[config.mk]
export PLATFORM = sky130hd
export DESIGN_NAME = frame_reader
export DESIGN_NICKNAME = d
export VERILOG_FILES = /design/src/rtl/mem_pkg.sv /design/src/rtl/frame_reader.sv
export SDC_FILE = /design/constraint.sdc
export NUM_CORES = 1
export LEC_CHECK = 0
export ABC_AREA = 1
export CAP_MARGIN = 20
export CORE_MARGIN = 2
export CORE_UTILIZATION = 57
export CTS_CLUSTER_SIZE = 20
export DETAILED_ROUTE_END_ITERATION = 10
export DONT_BUFFER_PORTS = 1
export MAX_ROUTING_LAYER = met4
export PLACE_DENSITY = 0.72
export SLEW_MARGIN = 25
export SYNTH_ARGS = -nofsm -noshare
export SYNTH_HDL_FRONTEND = slang
export SYNTH_SLANG_ARGS = --single-unit
[constraint.sdc]
create_clock -name clk -period 1.5 [get_ports clk]
set_input_delay 0.15 -clock clk [delete_from_list [all_inputs] [get_ports clk]]
set_output_delay 0.15 -clock clk [all_outputs]
set_load 0.005 [all_outputs]
[src/rtl/mem_pkg.sv]
// Packet-buffer memory geometry shared by the block SRAM, allocator and readers.
package mem_pkg;
  localparam int unsigned BLOCK_BITS = 64;
  localparam int unsigned NUM_BLOCKS = 16;
  localparam int unsigned ADDR_W     = $clog2(NUM_BLOCKS);
endpackage

[src/rtl/frame_reader.sv]
// frame_reader: read-side egress stage of the packet buffer.
// Takes a frame descriptor (start block, byte length), reads the frame's blocks
// from the block SRAM (1-cycle read latency), unpacks them into a byte stream
// (byte 0 = r_data[7:0]) and returns each fully consumed block to the allocator.
// Ports:
//   clk, rst                      clock, synchronous active-high reset
//   desc_valid/desc_ready         descriptor handshake; desc_addr, desc_len payload
//   r_addr / r_data               SRAM read address / data (one cycle later)
//   out_valid/out_ready           byte stream handshake; out_data, out_last payload
//   free_valid / free_addr        one-cycle pulse per released block
// Optional feature: define FRAME_READER_PREFETCH_EN to add a second block buffer
// that prefetches the next block so consecutive blocks stream without bubbles.
// Prefetch assumes BLOCK_BITS >= 16 (at least two bytes per block).
module frame_reader #(
  parameter int unsigned BLOCK_BITS = mem_pkg::BLOCK_BITS,
  parameter int unsigned NUM_BLOCKS = mem_pkg::NUM_BLOCKS,
  parameter int unsigned ADDR_W     = mem_pkg::ADDR_W,
  parameter int unsigned LEN_W      = 11
) (
  input  logic                  clk,
  input  logic                  rst,
  input  logic                  desc_valid,
  output logic                  desc_ready,
  input  logic [ADDR_W-1:0]     desc_addr,
  input  logic [LEN_W-1:0]      desc_len,
  output logic [ADDR_W-1:0]     r_addr,
  input  logic [BLOCK_BITS-1:0] r_data,
  output logic                  out_valid,
  input  logic                  out_ready,
  output logic [7:0]            out_data,
  output logic                  out_last,
  output logic                  free_valid,
  output logic [ADDR_W-1:0]     free_addr
);

  localparam int unsigned BPB   = BLOCK_BITS / 8;
  localparam int unsigned IDX_W = (BPB > 1) ? $clog2(BPB) : 1;
  localparam int unsigned BB_W  = $clog2(BPB + 1);

  typedef enum logic [1:0] {IDLE, FETCH, LOAD, STREAM} state_t;

  state_t                state_q, state_d;
  logic [ADDR_W-1:0]     cur_addr_q, cur_addr_d;
  logic [LEN_W-1:0]      rem_q, rem_d;
  logic [IDX_W-1:0]      idx_q, idx_d;
  logic [BB_W-1:0]       blk_bytes_q, blk_bytes_d;
  logic [BLOCK_BITS-1:0] buf0_q, buf0_d;
  logic [ADDR_W-1:0]     r_addr_d;
  logic                  out_valid_d, out_last_d, free_valid_d, desc_ready_d;
  logic [7:0]            out_data_d;
  logic [ADDR_W-1:0]     free_addr_d;
  logic [IDX_W-1:0]      idx_nxt;
`ifdef FRAME_READER_PREFETCH_EN
  logic [BLOCK_BITS-1:0] buf1_q, buf1_d;
  logic [BLOCK_BITS-1:0] nxt_blk;
  // 2: read on the bus this cycle, 1: data arriving on r_data this cycle, 0: idle
  logic [1:0]            pf_stage_q, pf_stage_d;
`endif

  // Next block address with wrap at NUM_BLOCKS-1.
  function automatic logic [ADDR_W-1:0] next_addr(input logic [ADDR_W-1:0] a);
    return (a == ADDR_W'(NUM_BLOCKS - 1)) ? '0 : a + ADDR_W'(1);
  endfunction

  // Bytes of the frame carried by the block starting at remaining count r.
  function automatic logic [BB_W-1:0] blk_len(input logic [LEN_W-1:0] r);
    return (r >= LEN_W'(BPB)) ? BB_W'(BPB) : BB_W'(r);
  endfunction

  // State and output registers.
  always_ff @(posedge clk) begin
    if (rst) begin
      state_q     <= IDLE;
      cur_addr_q  <= '0;
      rem_q       <= '0;
      idx_q       <= '0;
      blk_bytes_q <= '0;
      buf0_q      <= '0;
      r_addr      <= '0;
      out_valid   <= 1'b0;
      out_data    <= '0;
      out_last    <= 1'b0;
      free_valid  <= 1'b0;
      free_addr   <= '0;
      desc_ready  <= 1'b1;
`ifdef FRAME_READER_PREFETCH_EN
      buf1_q      <= '0;
      pf_stage_q  <= '0;
`endif
    end else begin
      state_q     <= state_d;
      cur_addr_q  <= cur_addr_d;
      rem_q       <= rem_d;
      idx_q       <= idx_d;
      blk_bytes_q <= blk_bytes_d;
      buf0_q      <= buf0_d;
      r_addr      <= r_addr_d;
      out_valid   <= out_valid_d;
      out_data    <= out_data_d;
      out_last    <= out_last_d;
      free_valid  <= free_valid_d;
      free_addr   <= free_addr_d;
      desc_ready  <= desc_ready_d;
`ifdef FRAME_READER_PREFETCH_EN
      buf1_q      <= buf1_d;
      pf_stage_q  <= pf_stage_d;
`endif
    end
  end

  // Next-state and next-output logic; outputs are computed one cycle ahead.
  always_comb begin
    state_d      = state_q;
    cur_addr_d   = cur_addr_q;
    rem_d        = rem_q;
    idx_d        = idx_q;
    blk_bytes_d  = blk_bytes_q;
    buf0_d       = buf0_q;
    r_addr_d     = r_addr;
    out_valid_d  = out_valid;
    out_data_d   = out_data;
    out_last_d   = out_last;
    free_valid_d = 1'b0;
    free_addr_d  = free_addr;
    idx_nxt      = idx_q + IDX_W'(1);
`ifdef FRAME_READER_PREFETCH_EN
    buf1_d       = buf1_q;
    pf_stage_d   = pf_stage_q;
    nxt_blk      = (pf_stage_q == 2'd1) ? r_data : buf1_q;
`endif

    unique case (state_q)
      IDLE: begin
        if (desc_valid) begin
          cur_addr_d = desc_addr;
          rem_d      = desc_len;
          if (desc_len != '0) begin
            state_d  = FETCH;
            r_addr_d = desc_addr;
          end
        end
      end
      FETCH: state_d = LOAD;
      LOAD: begin
        buf0_d      = r_data;
        idx_d       = '0;
        blk_bytes_d = blk_len(rem_q);
        state_d     = STREAM;
        out_valid_d = 1'b1;
        out_data_d  = r_data[7:0];
        out_last_d  = (rem_q == LEN_W'(1));
`ifdef FRAME_READER_PREFETCH_EN
        if (rem_q > LEN_W'(BPB)) begin
          r_addr_d   = next_addr(cur_addr_q);
          pf_stage_d = 2'd2;
        end
`endif
      end
      STREAM: begin
`ifdef FRAME_READER_PREFETCH_EN
        if (pf_stage_q == 2'd2) pf_stage_d = 2'd1;
        if (pf_stage_q == 2'd1) begin
          buf1_d     = r_data;
          pf_stage_d = 2'd0;
        end
`endif
        if (out_ready) begin
          rem_d      = rem_q - LEN_W'(1);
          out_last_d = (rem_q == LEN_W'(2));
          if ((BB_W'(idx_q) + BB_W'(1)) == blk_bytes_q) begin
            // Last byte of this block: release it and move on.
            free_valid_d = 1'b1;
            free_addr_d  = cur_addr_q;
            cur_addr_d   = next_addr(cur_addr_q);
            idx_d        = '0;
            if (rem_q == LEN_W'(1)) begin
              state_d     = IDLE;
              out_valid_d = 1'b0;
              out_last_d  = 1'b0;
            end else begin
`ifdef FRAME_READER_PREFETCH_EN
              buf0_d      = nxt_blk;
              blk_bytes_d = blk_len(rem_q - LEN_W'(1));
              out_data_d  = nxt_blk[7:0];
              if ((rem_q - LEN_W'(1)) > LEN_W'(BPB)) begin
                r_addr_d   = next_addr(next_addr(cur_addr_q));
                pf_stage_d = 2'd2;
              end
`else
              state_d     = FETCH;
              r_addr_d    = next_addr(cur_addr_q);
              out_valid_d = 1'b0;
              out_last_d  = 1'b0;
`endif
            end
          end else begin
            idx_d      = idx_nxt;
            out_data_d = buf0_q[{idx_nxt, 3'b000} +: 8];
          end
        end
      end
      default: state_d = IDLE;
    endcase

    desc_ready_d = (state_d == IDLE);
  end

endmodule

* Word level (Yosys, flattened, before mapping)
Index checks and enable logic that the tools add are counted. W data, S select, Z words.
Storage, ports and cells: flip-flop bits (word level) 108, input bits 83, output and inout bits 20, logic and storage cells 81
Operators by class: add/sub/neg operators 4, $lt $le $gt $ge 1, equal/unequal tests 13, shift-type cells 1, multiplexer cells 34, bitwise gates (word level) 2, reduce and logical (&&, ||, !) cells 13
Operator list (count):
- $shiftx A64 B7 Y8 | 1
- $mux W4 | 10
- $mux W11 | 2
- $pmux W11 S2 | 1
- $mux W8 | 2
- $pmux W4 S2 | 2
- $pmux W8 S2 | 1
- $ne A2 B2 Y1 const B | 6
- $reduce_and A3 Y1 | 4
- $eq A11 B1 Y1 const B | 1
- $eq A11 B2 Y1 const B | 1
- $ge A11 B4 Y1 const B | 1
- $reduce_bool A11 Y1 | 1
- $sub A11 B1 Y11 const B | 1
- $mux W2 | 4
- $pmux W2 S4 | 1
- $mux W1 | 6
- $mux W3 | 2
- $pmux W3 S2 | 1
- $reduce_and A6 Y1 | 1
- $add A3 B1 Y4 const B | 1
- $add A4 B1 Y4 const B | 1
- $eq A2 B2 Y1 const B | 2
- $eq A4 B4 Y1 | 1
- 10 further kinds | 14

* Longest topological paths before layout
Gate-level depths: netlist of run 1.
depth in word-level cells 6, mapped depth 13, depth with buffers taken out 12

* Worst setup path after synthesis of run 1
OpenSTA, ideal clock, no wires.
path kind register -> register, start point register idx_q[0], end point register out_data[0], arrival 1.465 ns, setup slack -0.079 ns, cell stages (with the launch flop) 13, cells stage by stage dfxtp_1 -> ha_1 -> buf_2 -> inv_2 -> nand2_1 -> nand2_1 -> nand2_2 -> nor2_4 -> nand2_4 -> nand2_2 -> nand2_4 -> o21ai_1 -> nor2_1
Between the ends: longest elaborated chain between the ends 5
Ends and longest elaborated chain:
- start, declared | line frame_reader.sv:45 | logic [IDX_W-1:0] idx_q, idx_d;
- start signal, assigned | line frame_reader.sv:94 | idx_q <= idx_d;
- $add A3 B1 Y3 | line frame_reader.sv:125 | idx_nxt = idx_q + IDX_W'(1);
- $shiftx A64 B7 Y8 | line frame_reader.sv:198 | out_data_d = buf0_q[{idx_nxt, 3'b000} +: 8];
- $mux W8 | line frame_reader.sv:170 | if ((BB_W'(idx_q) + BB_W'(1)) == blk_bytes_q) begin
- $mux W8 | line frame_reader.sv:167 | if (out_ready) begin
- $pmux W8 S2 | line frame_reader.sv:132 | unique case (state_q)
- end signal, assigned | line frame_reader.sv:99 | out_data <= out_data_d;
- end, declared | line frame_reader.sv:30 | output logic [7:0] out_data,
Parallel ways exist; a longest one is shown, timed or not. The select of a mux whose other input is x is not followed. A chain may end at the register's enable or synchronous reset.

* Worst setup path in the final report of run 1
start point register idx_q[0], end point register cur_addr_q[1]
Between the ends: longest elaborated chain between the ends 4
Ends and longest elaborated chain:
- $add A3 B1 Y4 | line frame_reader.sv:170
- $eq A4 B4 Y1 | line frame_reader.sv:170
- $ne A2 B2 Y1 (no line)
- $reduce_and A4 Y1 (no line)
- end signal, assigned | line frame_reader.sv:92 | cur_addr_q <= cur_addr_d;
- end, declared | line frame_reader.sv:43 | logic [ADDR_W-1:0] cur_addr_q, cur_addr_d;
Every way passes these cells.

==> impl_summary.txt, run 1 <==
----------------------------------------------------
[Critical path]
  Data arrival, critical path ... 1910 ps
  Crit path launch ... idx_q[0]
  Cell mode on critical path ... nand2_2
  Buf/Inv on CP ... 1
  Reg2reg path depth ... 10
  RR Endpoint ... cur_addr_q[1]
  R2R Path Start ... idx_q[0]
  Startpoint Class ... flop
  Crit-path leading delay family ... simple AND/OR/NAND/NOR gates
  Worst Path Class, Setup ... flop to flop
  Delay of the slowest critical-path stage ... 360 ps
  Cell chain of the critical path ... ha_4, nand2_2, nand2_2, nand2_2, nor2_4, nand2_4, buf_4, nand2_4, nand3_1, a21oi_1
  CP max-delay cell ... dfxtp_2
  Maximum net fanout on the critical path ... 5
  CP required ... 1800 ps
  Kind of end point of the critical path ... flop
  Internal reg-to-reg setup slack ... -120 ps

[Outcome]
  Result of the run ... finished, violations left
  Failing checks ... hold timing, setup timing

[Global route]
  Largest net degree at the start of global routing ... 52
  Number of global-route vias before repair ... 4926
  Antenna violations before repair ... 0
  Total Routing Usage GR ... 0.292
  Total grt overflow ... 0
  Wire length of the first global-routing pass ... 22500 µm

[Timing]
  Hold violation count in the final report ... 1
  Endpoints failing setup ... 23
  Maximum achievable frequency ... 618 MHz
  Largest clock skew in the final design ... 12.9 ps
  Part of the cycle the worst path needs ... 1.08
  Setup repair after global routing missed its margin ... true
  Max-slew violations ... 0
  Minimum setup slack in the final design ... -119 ps
  Worst relative slew slack ... 0.497
  Worst hold slack across all endpoints ... -7.67 ps
  Final critical delay including setup and external delays ... 1620 ps
  Worst Max-Slew Pin Slew ... 752 ps

[Routing]
  Remaining antenna violation count after routing ... 0
  Met1 Wirelength ... 5820 µm
  Count of vias placed by the detailed router ... 5184
  Average vias per placed instance ... 5.59
  Number of iterations in the first detailed-routing pass ... 5
  Routed wire length on met2 ... 7110 µm
  Max Used Layer ... met4
  Total Routed Length ... 14000 µm
  Average wire per cell in the routed design ... 15.0 µm
  Post-route DRC ... 0
  DRT iter0 DRCs ... 273
  WL met3 ... 721 µm

[Layout]
  Final net count ... 903
  Number of fill cells in the layout ... 689
  Area grow syn2layout ... 26.7%
  Leading cell type in the layout, fill and taps excluded ... nor2_1
  Area taken by multi-input logic gates ... 2710 µm²
  Fraction of layout instances using a drive strength above 1 ... 0.139
  Reg area ... 2170 µm²
  Final Util ... 0.748
  Antenna cell count ... 0
  Most used cells in the layout excluding fill and tap cells ... 154 x nor2_1, 102 x dfxtp_1, 94 x nand2_1, 72 x o21ai_0, 71 x dlygate4sd3_1
  Design Area, Final ... 6520 µm²

[Yosys]
  Dominant combinational cell family by area after synthesis ... simple AND/OR/NAND/NOR gates
  Xor/xnor share of the synthesized area ... 0.00680
  Post-synthesis share of cell area spent on full adders, half adders and majority gates ... 0.0146
  Syn Area/Cell ... 6.91 µm²
  Net count after synthesis ... 834
  Synth unique cells ... 36
  Synth Area in Simple Gates ... 0.267
  Sequential fraction of the synthesis area ... 0.420
  Number of storage elements in the synthesis netlist ... 108
  Count of yosys warnings during synthesis ... 0
  Proportion of synthesized area in mux cells ... 0
  Post-Synthesis Cell Area ... 5150 µm²
  Synth Instances ... 745
  Share of the synthesized area in compound gates (AO/OA/AOI/OAI) ... 0.206

[Run]
  Number of max-capacitance violations reported ... 0

[Floorplan]
  Count of pins on the block boundary ... 103
  Die outline area ... 9810 µm²
  Starting density of the core ... 0.590
  Total core area ... 8720 µm²
  Std cell rows ... 34
  Die Ht ... 99.0 µm
  Die Wd ... 99.0 µm

[Clocking]
  H-tree Lvls ... 3
  TritonCTS buffer count ... 9
  Clock-pin slew reported for the worst setup and hold paths after clock tree synthesis ... 110 ps
  Root Buffer Master ... clkbuf_8
  TritonCTS clock tree ... yes
  Clock latency at the later pin of the worst-skew pair ... 380 ps
  Clk sink count ... 108
  Maximum count of clock buffers along a single path ... 2

[Worst hold path]
  Worst hold endpoint ... buf0_q[37]
  Hold/Removal Path Class ... primary input to flop
  Worst Hold Depth ... 2
  Hold path start ... r_data[37]

[Power]
  Design internal power ... 4.37 mW
  Relative contribution of the clock network to total power ... 0.274
  Post-layout total power ... 6.45 mW
  Switching fraction of total power ... 0.322
  Combinational share of power ... 0.211
  Share of total power in sequential cells ... 0.515
  Static leakage ... 2.70 nW
  Max rail drop VDD ... 0.623 mV
  Power density over cell area ... 989 nW/µm²
  Switching power ... 2.08 mW

[Place]
  Quantity of I/O buffers inserted on ports ... 0
  Final HPWL from detailed placement ... 9080 µm
  Post-Place Worst Slack ... -105 ps
  Cell area reported after detailed placement ... 5350 µm²
  Routability-driven placement congestion ratio ... 0.881

----------------------------------------------------
==> layout make-up <==
cell class / count / share of cell area
Multi-Input combinational cell: 535 / 0.416
Tap cell: 108 / 0.0207
Clock inverter: 7 / 0.0123
Clock buffer: 9 / 0.0190
Timing Repair Buffer: 101 / 0.163
Inverter: 59 / 0.0370
Sequential cell: 108 / 0.333
==> per-stage QoR <==
| step | TNS [ps] | hold slack, ps | cells |
|---|---|---|---|
| floorplan | -125 | 285 | 745 |
| global placement | -162 | 218 | 832 |
| detailed placement | -539 | 219 | 832 |
| CTS | -1340 | 0.0869 | 922 |
| global route | -4830 | 1.53 | 927 |
| finish | -1760 | -7.67 | 927 |
==> Yosys cell counts <==
| library cell | n | area (µm²) |
|---|---|---|
| buf_1 | 1 | 3.75 |
| o21ai_1 | 38 | 190 |
| nand2_8 | 1 | 20.0 |
| nand3_4 | 1 | 17.5 |
| and3_1 | 1 | 6.26 |
| a211oi_1 | 5 | 37.5 |
| o22ai_1 | 1 | 6.26 |
| nor2_1 | 162 | 608 |
| nand3_1 | 40 | 200 |
| o21a_1 | 1 | 7.51 |
| inv_4 | 1 | 6.26 |
| a21boi_1 | 1 | 7.51 |
| dfxtp_1 | 108 | 2160 |
| or2_1 | 1 | 6.26 |
| inv_2 | 10 | 37.5 |
| nand4_2 | 1 | 12.5 |
| nand2_4 | 2 | 22.5 |
| nand4_1 | 3 | 18.8 |
| nand2_2 | 7 | 43.8 |
| a31oi_1 | 3 | 18.8 |
| a21oi_1 | 55 | 275 |
| inv_6 | 1 | 8.76 |
| nand2_1 | 100 | 375 |
| nor3_1 | 1 | 5.00 |
| buf_6 | 2 | 22.5 |
| clkbuf_1 | 24 | 90.1 |
| buf_4 | 4 | 30.0 |
| ha_1 | 6 | 75.1 |
| buf_2 | 14 | 70.1 |
| o211ai_1 | 18 | 135 |
| nor2_4 | 1 | 11.3 |
| nor2b_1 | 1 | 6.26 |
| o21ai_0 | 76 | 380 |
| xor2_1 | 4 | 35.0 |
| inv_1 | 47 | 176 |
| nor2_2 | 3 | 18.8 |
==> worst max-delay path by stage <==
stage	cells past startpoint	slack, ps	to
2_1_floorplan	12	-20	out_data[0]
3_3_place_gp	8	-60	out_data[2]
3_5_place_dp	8	-100	out_data[2]
4_1_cts	9	-90	out_data[2]
5_1_grt	11	-230	r_addr[3]
6_report	10	-120	cur_addr_q[1]
==> layer usage <==
| layer | track usage | up-vias |
|---|---|---|
| met5 | - | - |
| met4 | 0.0875 | 0 |
| met3 | 0.0645 | 34 |
| met2 | 0.506 | 175 |
| met1 | 0.336 | 2389 |
| li1 | - | 2586 |
==> sequential cells by signal, summed over array words and instances (netlist names), 2 cells and up <==
signal	cells
blk_bytes_q	4
state_q	2
r_addr	4
buf0_q	64
rem_q	11
out_data	8
idx_q	3
cur_addr_q	4
free_addr	4
==> timing repair <==
item,4_1_cts,5_1_grt
setup endpoints to repair,23,39
hold buffers,71,0
setup buffers,2,3
cloned,1,2
pin swaps,4,25
endpoints found under the hold margin,84,0
resized for setup,4,48
==> cell families after synthesis <==
family                   after synthesis
buffers and inverters                104
adder cells (fa/ha/maj)                6
flip-flops                           108
AO/OA/AOI/OAI                        198
XOR/XNOR                               4
AND/OR/NAND/NOR                      325
==> power groups by stage <==
| stage | registers, mW | logic, mW | clock network, mW |
|---|---|---|---|
| after floorplan | 3.32 | 0.852 | 0 |
| after global placement | 3.37 | 1.05 | 0 |
| after detailed placement | 3.37 | 1.08 | 0 |
| after CTS | 3.31 | 1.26 | 1.82 |
| after global routing | 3.35 | 1.54 | 1.92 |
| final | 3.32 | 1.36 | 1.77 |
Note: power is estimated with default switching activity, not from simulation.
==> inputs of run 2 (changes only) <==
- PLACE_DENSITY: 0.72 -> 0.81
==> impl_summary.txt, run 2 (synthesis results as in run 1) <==
----------------------------------------------------
[Outcome]
  Result of the run ... finished, violations left
  Failing checks ... hold timing, setup timing

[Global route]
  Antenna violations before repair ... 0
  Largest net degree at the start of global routing ... 68
  Number of global-route vias before repair ... 5145
  Total grt overflow ... 0
  Total Routing Usage GR ... 0.304
  Wire length of the first global-routing pass ... 23400 µm

[Place]
  Routability-driven placement congestion ratio ... 0.914
  Quantity of I/O buffers inserted on ports ... 0
  Post-Place Worst Slack ... -110 ps
  Final HPWL from detailed placement ... 9120 µm

[Timing]
  Worst relative slew slack ... 0.530
  Setup tns final ... -2000 ps
  Setup repair after global routing missed its margin ... true
  Hold violation count in the final report ... 3
  Final critical delay including setup and external delays ... 1650 ps
  Part of the cycle the worst path needs ... 1.10
  Worst hold slack across all endpoints ... -6.67 ps
  Endpoints failing setup ... 24
  Minimum setup slack in the final design ... -154 ps
  Max-slew violations ... 0
  Largest clock skew in the final design ... 12.8 ps
  Worst Max-Slew Pin Slew ... 703 ps
  Maximum achievable frequency ... 605 MHz

[Layout]
  Most used cells in the layout excluding fill and tap cells ... 153 x nor2_1, 102 x dfxtp_1, 93 x nand2_1, 72 x o21ai_0, 67 x dlygate4sd3_1
  Most flops, register ... buf0_q
  Leading cell type in the layout, fill and taps excluded ... nor2_1
  Antenna cell count ... 0
  Flip-flop count of the largest register, all copies and words added ... 64
  Fraction of layout instances using a drive strength above 1 ... 0.138
  Largest regs ... buf0_q (64), rem_q (11), out_data (8)
  Final net count ... 897
  Area grow syn2layout ... 25.3%

[Power]
  Power density over cell area ... 1010 nW/µm²
  Max rail drop VDD ... 0.666 mV
  Static leakage ... 2.66 nW

[Clocking]
  Maximum count of clock buffers along a single path ... 2
  Clock latency at the later pin of the worst-skew pair ... 390 ps
  TritonCTS buffer count ... 9
  TritonCTS clock tree ... yes
  Clk sink count ... 108
  Clock-pin slew reported for the worst setup and hold paths after clock tree synthesis ... 110 ps
  Root Buffer Master ... clkbuf_8
  H-tree Lvls ... 3

[Routing]
  Average vias per placed instance ... 5.76
  DRT iter0 DRCs ... 415
  Post-route DRC ... 0
  Count of vias placed by the detailed router ... 5308
  Total Routed Length ... 14600 µm
  Average wire per cell in the routed design ... 15.9 µm
  Number of iterations in the first detailed-routing pass ... 5
  Remaining antenna violation count after routing ... 0

[Floorplan]
  Count of pins on the block boundary ... 103
  Die Ht ... 99.0 µm
  Die Wd ... 99.0 µm
  Die outline area ... 9810 µm²
  Total core area ... 8720 µm²
  Starting density of the core ... 0.590
  Std cell rows ... 34

[Critical path]
  Worst Path Class, Setup ... flop to flop
  Startpoint Class ... flop
  Maximum net fanout on the critical path ... 12
  CP required ... 1800 ps
  Kind of end point of the critical path ... flop
  Data arrival, critical path ... 1950 ps

[Worst hold path]
  Hold/Removal Path Class ... primary input to flop

[Run]
  Number of max-capacitance violations reported ... 0

----------------------------------------------------
==> run 2: changes by cell type in the layout (fill, tap and decap cells not counted), moves of 2 or more <==
cell	change
clkinv_4	-2
dlygate4sd3_1	-4
inv_6	+3
nor2_2	-3
nand2_2	+3
nand2_4	-3
nor2_4	+4
==> run 2: path summary, 6_finish.rpt <==
| kind | startpoint | end | slack [ps] | cells past startpoint |
|---|---|---|---|---|
| setup reg to reg | idx_q[1] | out_data[3] | -150 | 10 |
| hold reg to reg | buf0_q[38] | buf0_q[38] | 470 | 2 |
| setup / recovery | idx_q[1] | out_data[3] | -150 | 10 |
| hold / removal | r_data[54] | buf0_q[54] | -7 | 2 |
==> run 2: stage by stage <==
stage	area [µm²]	utilization	instances	power, mW
2_1_floorplan	5170	-	745	4.17
3_3_place_gp	5360	0.614	833	4.40
3_5_place_dp	5360	0.614	833	4.45
4_1_cts	6310	0.723	919	6.40
5_1_grt	6450	0.740	921	6.83
6_report	6450	0.740	921	6.52
==> run 2: where the power goes <==
group	switching, mW	internal, mW
Sequential	0.184	3.15
Clock	1.15	0.676
Combinational	0.814	0.550
Total	2.14	4.37
==> run 2: metal layers <==
layer,routed length [µm],global-route usage,up-vias,share of wire
met5,0,-,-,0
met4,532,0.145,0,0.036
met3,1000,0.0468,51,0.069
met1,5660,0.343,2423,0.39
li1,-,-,2567,-
met2,7410,0.525,267,0.51
==> run 2: critical path, stage by stage (launching register included) <==
cell and delay [ps]:
dfxtp_2 360, ha_4 320, buf_4 130, buf_12 120, a21oi_1 40, o21ai_0 80
nand3_1 160, nand3_1 130, nand2_1 100, nor2_4 90, nor2_1 40
==> run 2: timing repair <==
action	in CTS	in global routing
gates cloned	1	0
setup endpoints to repair	25	49
hold buffers	67	0
setup buffers	2	2
gates resized for setup	9	45
pin swaps	11	30
hold endpoints to repair	81	0
==> run 2: layout make-up <==
cell class / count / area (µm²)
Clock inverter: 7 / 86.3
Timing Repair Buffer: 96 / 992
Sequential cell: 108 / 2170
Fill cell: 639 / 2270
Clock buffer: 9 / 124
Inverter: 59 / 244
Tap cell: 108 / 135
Multi-Input combinational cell: 534 / 2700
==> inputs of run 3 (changes only) <==
- CORE_UTILIZATION: 57 -> 40
- PLACE_DENSITY: 0.81 -> 0.62
- SETUP_SLACK_MARGIN: not set -> 0.05
==> impl_summary.txt, run 3 (synthesis results as in run 1) <==
----------------------------------------------------
[Global route]
  Number of global-route vias before repair ... 4820
  Largest net degree at the start of global routing ... 49
  Total Routing Usage GR ... 0.218
  Total grt overflow ... 0
  Antenna violations before repair ... 0
  Wire length of the first global-routing pass ... 23800 µm

[Critical path]
  CP max-delay cell ... dfxtp_2
  RR Endpoint ... free_addr[2]
  Delay of the slowest critical-path stage ... 340 ps
  Maximum net fanout on the critical path ... 6
  Internal reg-to-reg setup slack ... -80 ps
  Buf/Inv on CP ... 2
  R2R Path Start ... idx_q[1]
  Kind of end point of the critical path ... flop
  Cell mode on critical path ... nand2_1
  Reg2reg path depth ... 11
  Worst Path Class, Setup ... flop to flop
  Startpoint Class ... flop
  Cell chain of the critical path ... ha_4, nand2_1, nand2_1, nand2_2, nor2_4, nand4_2, inv_2, nand2_2, inv_2, nand2_1, nand2_1
  Data arrival, critical path ... 1880 ps
  CP required ... 1800 ps
  Crit-path leading delay family ... simple AND/OR/NAND/NOR gates

[Layout]
  Final net count ... 892
  Fraction of layout instances using a drive strength above 1 ... 0.121
  Leading cell type in the layout, fill and taps excluded ... nor2_1
  Flip-flop count of the largest register, all copies and words added ... 64
  Area grow syn2layout ... 24.8%
  Final Util ... 0.511
  Design Area, Final ... 6430 µm²
  Most used cells in the layout excluding fill and tap cells ... 159 x nor2_1, 104 x dfxtp_1, 98 x nand2_1, 73 x o21ai_0, 58 x dlygate4sd3_1
  Most flops, register ... buf0_q
  Largest regs ... buf0_q (64), rem_q (11), out_data (8)
  Antenna cell count ... 0

[Outcome]
  Failing checks ... hold timing, setup timing
  Result of the run ... finished, violations left

[Clocking]
  Clock-pin slew reported for the worst setup and hold paths after clock tree synthesis ... 70 ps
  Clk sink count ... 108
  Root Buffer Master ... clkbuf_16
  TritonCTS buffer count ... 9
  Clock latency at the later pin of the worst-skew pair ... 350 ps
  TritonCTS clock tree ... yes
  H-tree Lvls ... 3
  Maximum count of clock buffers along a single path ... 2

[Place]
  Final HPWL from detailed placement ... 10000 µm
  Cell area reported after detailed placement ... 5500 µm²
  Routability-driven placement congestion ratio ... 0.894
  Quantity of I/O buffers inserted on ports ... 0

[Routing]
  Total Routed Length ... 14400 µm
  Average wire per cell in the routed design ... 14.7 µm
  Average vias per placed instance ... 5.11
  Post-route DRC ... 0
  DRT iter0 DRCs ... 313
  Count of vias placed by the detailed router ... 4999
  Remaining antenna violation count after routing ... 0
  Number of iterations in the first detailed-routing pass ... 5

[Timing]
  Largest clock skew in the final design ... 9.06 ps
  Hold violation count in the final report ... 16
  Maximum achievable frequency ... 631 MHz
  Worst hold slack across all endpoints ... -144 ps
  Minimum setup slack in the final design ... -83.7 ps
  Max-slew violations ... 0
  Setup repair after global routing missed its margin ... true
  Final critical delay including setup and external delays ... 1580 ps
  Worst Max-Slew Pin Slew ... 374 ps
  Part of the cycle the worst path needs ... 1.06
  Endpoints failing setup ... 20
  Worst relative slew slack ... 0.750

[Floorplan]
  Starting density of the core ... 0.410
  Die Ht ... 117 µm
  Die outline area ... 13800 µm²
  Total core area ... 12600 µm²
  Count of pins on the block boundary ... 103
  Std cell rows ... 41
  Die Wd ... 117 µm

[Worst hold path]
  Hold path start ... rst
  Worst hold endpoint ... idx_q[1]
  Hold/Removal Path Class ... primary input to flop
  Worst Hold Depth ... 1

[Power]
  Max rail drop VDD ... 0.653 mV
  Power density over cell area ... 1080 nW/µm²
  Post-layout total power ... 6.92 mW
  Static leakage ... 2.68 nW

[Run]
  Number of max-capacitance violations reported ... 0

----------------------------------------------------
==> run 3: routing by layer <==
| metal | up-vias | global-route usage | wire, µm |
|---|---|---|---|
| met3 | 19 | 0.0475 | 657 |
| met5 | - | - | 0 |
| met4 | 0 | 0.0663 | 238 |
| li1 | 2552 | - | - |
| met2 | 110 | 0.368 | 6990 |
| met1 | 2318 | 0.261 | 6470 |
==> run 3: what timing repair did <==
action | in CTS | in global routing
cloned | 1 | 0
pin swaps | 4 | 0
setup buffers | 0 | 1
endpoints found under the setup margin | 31 | 44
endpoints found under the hold margin | 73 | 17
resized for setup | 5 | 21
hold buffers | 57 | 1
==> run 3: stage by stage <==
step                      worst slack [ps]  TNS (ps)  std cells
final                                -83.7      -964        979
after floorplan                      -15.3      -143        745
after global placement               -31.9      -216        904
after CTS                            -86.1     -1090        977
after detailed placement             -89.6     -1000        904
after global routing                  -192     -3990        979
==> run 3: worst max path at each step <==
stage,to,cells past startpoint,start,slack [ps]
global route,free_addr[2],11,idx_q[0],-190
floorplan,out_data[0],12,idx_q[1],-20
finish,free_addr[2],11,idx_q[1],-80
global placement,out_data[7],10,idx_q[0],-30
detailed placement,out_data[1],11,idx_q[0],-90
CTS,free_addr[2],11,idx_q[1],-90
==> run 3: layout make-up <==
class	count	area (µm²)
Timing Repair Buffer	91	915
Tap cell	172	215
Sequential cell	108	2170
Fill cell	1239	6140
Clock inverter	5	45.0
Clock buffer	10	229
Inverter	59	236
Multi-Input combinational cell	534	2620
==> run 3: power breakdown <==
group	total (mW)	switching, mW	internal, mW
logic	1.30	0.763	0.535
clock network	2.30	1.14	1.15
registers	3.32	0.176	3.14
total	6.92	2.08	4.83
